--- config.mk ---
export PLATFORM = sky130hd
export DESIGN_NAME = fetch_unit
export DESIGN_NICKNAME = d
export VERILOG_FILES = /design/src/rtl/fetch_unit_pkg.sv /design/src/rtl/fetch_unit_pc_counter.sv /design/src/rtl/fetch_unit.sv
export SDC_FILE = /design/constraint.sdc
export NUM_CORES = 1
export LEC_CHECK = 0
export ABC_AREA = 0
export CAP_MARGIN = 20
export CORE_MARGIN = 4
export CORE_UTILIZATION = 43
export DETAILED_ROUTE_END_ITERATION = 8
export PLACE_DENSITY = 0.83
export SYNTH_ARGS = -nofsm -noshare
export SYNTH_HDL_FRONTEND = slang
export SYNTH_SLANG_ARGS = --single-unit
--- constraint.sdc ---
create_clock -name clk -period 1.9 [get_ports clk]
set_input_delay 0.475 -clock clk [delete_from_list [all_inputs] [get_ports clk]]
set_output_delay 0.475 -clock clk [all_outputs]
set_load 0.01 [all_outputs]
--- src/rtl/fetch_unit_pkg.sv ---
// Shared types and constants for the fetch/execute sequencer.
// Imported by fetch_unit and pc_counter.
package fetch_unit_pkg;

    localparam int DATA_W = 8;

    typedef enum logic [1:0] {
        ST_FETCH = 2'd0,
        ST_EXEC  = 2'd1,
        ST_HALT  = 2'd2
    } state_t;

    localparam logic [DATA_W-1:0] FETCH_OPCODE = 8'h00;
    localparam logic [DATA_W-1:0] HALT_OPCODE  = 8'hFF;
    localparam logic [2:0]        DEST_HALT    = 3'd7;

    // The destination field in IR[2:0] selects halt when it equals DEST_HALT.
    function automatic logic is_halt(input logic [DATA_W-1:0] instr);
        return (instr[2:0] == DEST_HALT);
    endfunction

endpackage

--- src/rtl/fetch_unit_pc_counter.sv ---
// Program counter: synchronous reset, parallel load with priority over
// increment, 8-bit modulo arithmetic.
module pc_counter
    import fetch_unit_pkg::*;
(
    input  logic              clk,
    input  logic              reset,
    input  logic              load,
    input  logic              inc,
    input  logic [DATA_W-1:0] d,
    output logic [DATA_W-1:0] q
);

    logic [DATA_W-1:0] pc_r;

    // Counter register: reset, then load, then increment, else hold.
    always_ff @(posedge clk) begin
        if (reset) begin
            pc_r <= 8'h00;
        end else if (load) begin
            pc_r <= d;
        end else if (inc) begin
            pc_r <= pc_r + 8'h01;
        end else begin
            pc_r <= pc_r;
        end
    end

    assign q = pc_r;

endmodule

--- src/rtl/fetch_unit.sv ---
// Fetch/execute sequencer: holds IR, the zero/carry flags and the
// FETCH/EXEC/HALT state, and drives the PC counter.
module fetch_unit
    import fetch_unit_pkg::*;
(
    input  logic              clk,
    input  logic              reset,
    input  logic              run,
    input  logic [DATA_W-1:0] bus,
    input  logic              loadBarIR,
    input  logic              loadBarA,
    input  logic              assertBarRom,
    input  logic              doJump,
    input  logic [DATA_W-1:0] aluResult,
    input  logic              aluCout,
    output logic [DATA_W-1:0] ir,
    output logic [DATA_W-1:0] pc,
    output logic              aIsZero,
    output logic              flagCarry,
    output logic              halted
);

    state_t            state_r;
    state_t            next_state_s;
    logic [DATA_W-1:0] ir_r;
    logic              zero_r;
    logic              carry_r;

    logic              ir_load_s;
    logic              flag_load_s;
    logic              pc_load_s;
    logic              pc_inc_s;
    logic [DATA_W-1:0] ir_s;

    // Next-state and register-enable decode for the sequencer.
    always_comb begin
        next_state_s = state_r;
        ir_load_s    = 1'b0;
        flag_load_s  = 1'b0;
        pc_load_s    = 1'b0;
        pc_inc_s     = 1'b0;
        case (state_r)
            ST_FETCH: begin
                if (run && !loadBarIR) begin
                    ir_load_s    = 1'b1;
                    pc_inc_s     = 1'b1;
                    next_state_s = ST_EXEC;
                end else begin
                    next_state_s = ST_FETCH;
                end
            end
            ST_EXEC: begin
                if (is_halt(ir_r)) begin
                    next_state_s = ST_HALT;
                end else begin
                    next_state_s = ST_FETCH;
                    flag_load_s  = !loadBarA;
                    // A jump whose target comes from the ROM immediate must not also step past it.
                    if (doJump) begin
                        pc_load_s = 1'b1;
                    end else if (!assertBarRom) begin
                        pc_inc_s = 1'b1;
                    end else begin
                        pc_inc_s = 1'b0;
                    end
                end
            end
            ST_HALT: begin
                next_state_s = ST_HALT;
            end
            default: begin
                next_state_s = ST_FETCH;
            end
        endcase
    end

    // Sequencer state, instruction register and flag registers.
    always_ff @(posedge clk) begin
        if (reset) begin
            state_r <= ST_FETCH;
            ir_r    <= 8'h00;
            zero_r  <= 1'b0;
            carry_r <= 1'b0;
        end else begin
            state_r <= next_state_s;
            if (ir_load_s) begin
                ir_r <= bus;
            end else begin
                ir_r <= ir_r;
            end
            if (flag_load_s) begin
                zero_r  <= (aluResult == 8'h00);
                carry_r <= aluCout;
            end else begin
                zero_r  <= zero_r;
                carry_r <= carry_r;
            end
        end
    end

    pc_counter u_pc (
        .clk   (clk),
        .reset (reset),
        .load  (pc_load_s),
        .inc   (pc_inc_s),
        .d     (bus),
        .q     (pc)
    );

    // Instruction seen by control decode depends only on the registered state.
    always_comb begin
        ir_s = FETCH_OPCODE;
        case (state_r)
            ST_FETCH: ir_s = FETCH_OPCODE;
            ST_EXEC:  ir_s = ir_r;
            ST_HALT:  ir_s = HALT_OPCODE;
            default:  ir_s = FETCH_OPCODE;
        endcase
    end

    assign ir        = ir_s;
    assign aIsZero   = zero_r;
    assign flagCarry = carry_r;
    assign halted    = (state_r == ST_HALT);

endmodule

==> Word level (Yosys, flattened, before mapping) <==
Index checks and enable logic that the tools add are counted.
{ "classes": {"addsub": 1, "mul": 0, "div": 0, "magnitude_cmp": 0, "eq_ne": 3, "shift": 0, "muxes": 17, "bitwise_logic": 0, "reduce_logical": 6} }
{ "op_table": {"columns": ["cell", "count"], "rows": [
  ["8-bit 2-to-1 mux", 2],
  ["8-bit case mux with 2 select lines", 1],
  ["1-bit 2-to-1 mux", 11],
  ["8-bit by 1-bit adder with 8-bit output, second input constant", 1],
  ["8-bit zero test", 1],
  ["2-bit case mux with 3 select lines", 1],
  ["3-bit equality test, second input constant", 1],
  ["2-bit by 1-bit equality test with 1-bit output, second input constant", 1],
  ["2-bit equality test, second input constant", 1],
  ["1-bit zero test", 2],
  ["2-bit zero test", 1],
  ["2-bit 2-to-1 mux", 1],
  ["1-bit case mux with 2 select lines", 1],
  ["2-bit nonzero test", 1],
  ["1-bit logical AND", 1]
]} }
{ "totals": {"register_bits": 20, "latch_bits": 0, "mem_bits_rw": 0, "rom_bits": 0, "output_inout_bits": 19, "word_cells": 32, "memories": 0} }

==> Logic depth before layout (Yosys ltp) <==
Gate-level depths: netlist (run 1).
{ "logic_depth": {"word_depth": 6, "mapped_depth": 8, "mapped_depth_nobuf": 6} }

==> Cells and area by module <==
Synthesis (run 1) repeated with hierarchy kept, for this count alone.
{ "hier_totals": {"cells_unflattened": 127, "area_unflattened_um2": 1134.8} }
{ "by_module_without_submodules": {"columns": ["mod", "n_inst", "cells_each", "area_per_inst_um2"], "rows": [
  ["fetch_unit", 1, 74, 670.6],
  ["pc_counter", 1, 53, 464.2]
]} }

==> Least setup slack after synthesis (run 1) <==
OpenSTA, ideal clock, no wires.
{ "synth_path": {"path_kind": "reg2out", "start": "register state_r[1]", "end": "output ir[0]", "t_arrival_ns": 1.216, "required_ns": 1.425, "slack_ns": 0.209, "stages_incl_launch_ff": 6, "path_buffers": 1, "path_cell_list": "dfxtp_1 > inv_1 > ha_1 > clkbuf_1 > a21oi_1 > nor2b_1"} }
{ "synth_between": {"elab_chain_len": 2} }
{ "synth_lines": {"columns": ["element", "line_no", "text"], "rows": [
  ["start, declared", "fetch_unit.sv:23", "state_t state_r;"],
  ["start signal, assigned", "fetch_unit.sv:85", "state_r <= next_state_s;"],
  ["2-bit equality test / 2-bit by 1-bit equality test with 1-bit output (equally long branches)", "fetch_unit.sv:113", "case (state_r)"],
  ["8-bit case mux with 2 select lines *", "fetch_unit.sv:113", null],
  ["end, declared", "fetch_unit.sv:16", "output logic [DATA_W-1:0] ir,"]
]} }
Every way passes the cells marked *; elsewhere a longest branch is shown, timed or not.

==> Worst setup path after layout (run 1) <==
{ "layout_path": {"start": "register state_r[1]", "end": "output ir[5]"} }
Same word-level chain as after synthesis.

==> run metrics, run 1 <==
I/O pins=43; max-slew violations=0; YS warnings=0; Post-synth EDFFs=0; cells after synthesis=140; worst path required time=about 1.4 ns; fin crit period=~1.9 ns; # setup viols final=0; vias in the first global route=1207; Synth Register Bits=20; Syn-to-layout area delta=52.2%; Hold Slack=between 0.4 and 0.5 ns; CTS max path bufs=2; PwrDens=about 560 nW/um2; Syn Area/Cell=8.03 um2; Pre-antenna DRT Iters=4; Clock Sinks=20; CTS root buffer=clkbuf_4; total CTS buffers=3; Clock Pin Slew Worst Setup and Hold Paths=0.12 ns; post-route cell area=about 1700 um2; drt first-iter violations=31; worst min path class=register to register; Via density=5.75; unrepaired setup endpoints after global routing=true; slowest cell delay on critical path=just over 0.4 ns; Die H=approximately 59 um; CP bufs+invs=3; CP Max Fanout=6; DP HPWL=2.60 mm; data arrival time of the worst path=1.42 ns; Max-cap violations=0; Max Fclk=approximately 0.53 GHz; Setup crit start kind=register; placed cell area=approximately 1600 um2; crit path from=state_r[1]$_SDFF_PP0_; Max VDD drop=466 uV; total track usage=19.8%; Congestion Overflow GR=0; max_slew headroom=approximately three quarters; Post-Synth Adder-Cell Area=around 5.6%; Slew @ Worst Pin=0.383 ns; status=finished clean; final-report hold violation count=0; ys async rst share=0%; Initial Util=45.4%; Final Skew=0.00253 ns; share of cells above drive strength 1=about 22%; fin crit share=~100%; Placer Congestion=slightly below 0.8; Syn Nets=roughly 170; Post-Syn Area=between 1000 and 1500 um2; IO buf count=42; WP depth=6; mux share of post-synthesis cell area=between 4 and 5%; Critical Path Sink=ir[5]; WL final=~3.5 mm; Power Total=~0.97 mW; H-tree depth=1; global-route wire length before repair=5.32 mm; Rows=18; CP max-delay cell=dfxtp_4; crit-path cells=inv_6 -> ha_4 -> buf_6 -> a21oi_1 -> nor2b_1 -> buf_2; Post-Synth XOR/XNOR Area=0%; R2R Setup Slk=around 0.15 ns; largest net degree at the start of global routing=13; clock latency on the worst-skew pair=0.31 ns; CP Class=register to output pin; Util after Layout=69.1%; die span in x=~60 um; commonest cells after routing, fill and taps aside=33 x clkdlybuf4s50_1, 23 x a21oi_1, 21 x nand2_1, 18 x dfxtp_1, 10 x buf_4; drc violations=0; wire per inst=roughly 16 um; sequential-to-total area share from yosys stat=a little over a third; antenna violations before repair=0; hold path start=ir_r[3]$_SDFFE_PP0P_; nets@finish=220; CTS hold repair buffers=0; Die Footprint=3500 um2; R2R Path End=u_pc.q[0]$_SDFFE_PP0P_; most common cell after layout, fill and taps aside=clkdlybuf4s50_1; Final ANT Viol Nets=0; number of diodes=0; TritonCTS clock tree=done; total negative slack=0 ns; worst-case reg-to-reg path depth=8; Leak Pwr=0.640 nW; Distinct cells, synth=39; R2R Path Start=state_r[1]$_SDFF_PP0_; Synth Flop Type=dfxtp_1; largest family of logic cells by synthesized area=simple AND/OR/NAND/NOR gates; Critical Path End Type=output pin; total core area=roughly 2500 um2; total number of vias=about 1300; simple-gate share of the synthesized area=between 20% and 30%; Crit path max-delay family=flip-flops; post-synthesis compound-gate area fraction=21.7%
==> tightest hold or removal path: cells and delay by family, from the launching register on <==
family / cells / cell delay [ns]
AND/OR/NAND/NOR: 1 / 0.06
flip-flops: 1 / 0.34
AO/OA/AOI/OAI: 1 / 0.05
==> worst min path at each step <==
| stage | to | cells after the start |
|---|---|---|
| 5_1_grt | ir_r[3]$_SDFFE_PP0P_ | 2 |
| 4_1_cts | ir_r[4]$_SDFFE_PP0P_ | 2 |
| 3_3_place_gp | ir_r[7]$_SDFFE_PP0P_ | 2 |
| 3_5_place_dp | ir_r[6]$_SDFFE_PP0P_ | 2 |
| 2_1_floorplan | ir_r[3]$_SDFFE_PP0P_ | 2 |
| 6_report | ir_r[3]$_SDFFE_PP0P_ | 2 |
==> repair_timing <==
item | in CTS | in global routing
hold endpoints to repair | 0 | 0
pin swaps | 0 | 3
cloned | 0 | 0
resized for setup | 40 | 14
setup buffers | 0 | 1
endpoints found under the setup margin | 9 | 6
==> metrics by stage <==
stage          setup WS (ns)  instances
2_1_floorplan          0.209        140
3_3_place_gp         -0.0254        215
3_5_place_dp          -0.162        215
4_1_cts              0.00146        219
5_1_grt              -0.0522        220
6_report            0.000271        220
==> final cells by class <==
type | count | area [um2]
clock buffer | 3 | 22.5
clock inverter | 1 | 30.0
fill | 207 | 766
inverter | 10 | 42.5
multi-input combinational | 103 | 706
sequential | 20 | 408
tap | 30 | 37.5
timing repair buffer | 53 | 465
==> registers in the layout (all words and copies together), names as in the netlist <==
signal     count
aIsZero        1
flagCarry      1
ir_r           8
state_r        2
u_pc.q         8
==> cells in the mapped netlist, types with 2 or more instances <==
cell,number,area share (%)
ha_1,5,5.6
nor4_1,2,1.1
a21oi_1,25,11
o32ai_1,5,3.9
nand2_1,21,7.0
nor2_1,4,1.3
nand3_2,2,1.8
mux2i_1,4,3.6
clkbuf_1,3,1.0
inv_1,9,3.0
nand3_1,2,0.89
nor3_1,2,0.89
dfxtp_1,20,36
o21ai_0,2,0.89
nor2b_1,8,4.4
or3_1,3,1.7
==> power by group <==
part           switching, mW  internal, mW  total [mW]
sequential            0.0145         0.432       0.446
combinational         0.0700        0.0938       0.164
clock                  0.143         0.213       0.356
total                  0.228         0.739       0.966
==> per-layer routing <==
layer / track usage [%] / vias up / wire length (um)
met5: 0 / - / 0
met4: 7.44 / 0 / 46
met3: 1.53 / 6 / 207
met2: 38.0 / 59 / 1850
met1: 22.3 / 604 / 1370
li1: - / 595 / -
==> cell families (layout without fill, tap and decap cells) <==
kind of cell,count (synthesis),count (layout)
AND/OR/NAND/NOR,54,54
multiplexers,5,5
AO/OA/AOI/OAI,39,39
flip-flops,20,20
buffers and inverters,17,67
adder cells (fa/ha/maj),5,5
Note: power is estimated with default switching activity, not from simulation.
==> inputs of run 2 (changes only) <==
Settings changed: CAP_MARGIN 20 to 40.
==> results of run 2 <==
Same layout as run 1: the final DEF is identical, and so are final timing and power.
==> inputs of run 3 (changes only) <==
Settings changed: CTS_CLUSTER_DIAMETER set to 30.
==> results of run 3 <==
Same layout as run 1: the final DEF is identical, and so are final timing and power.
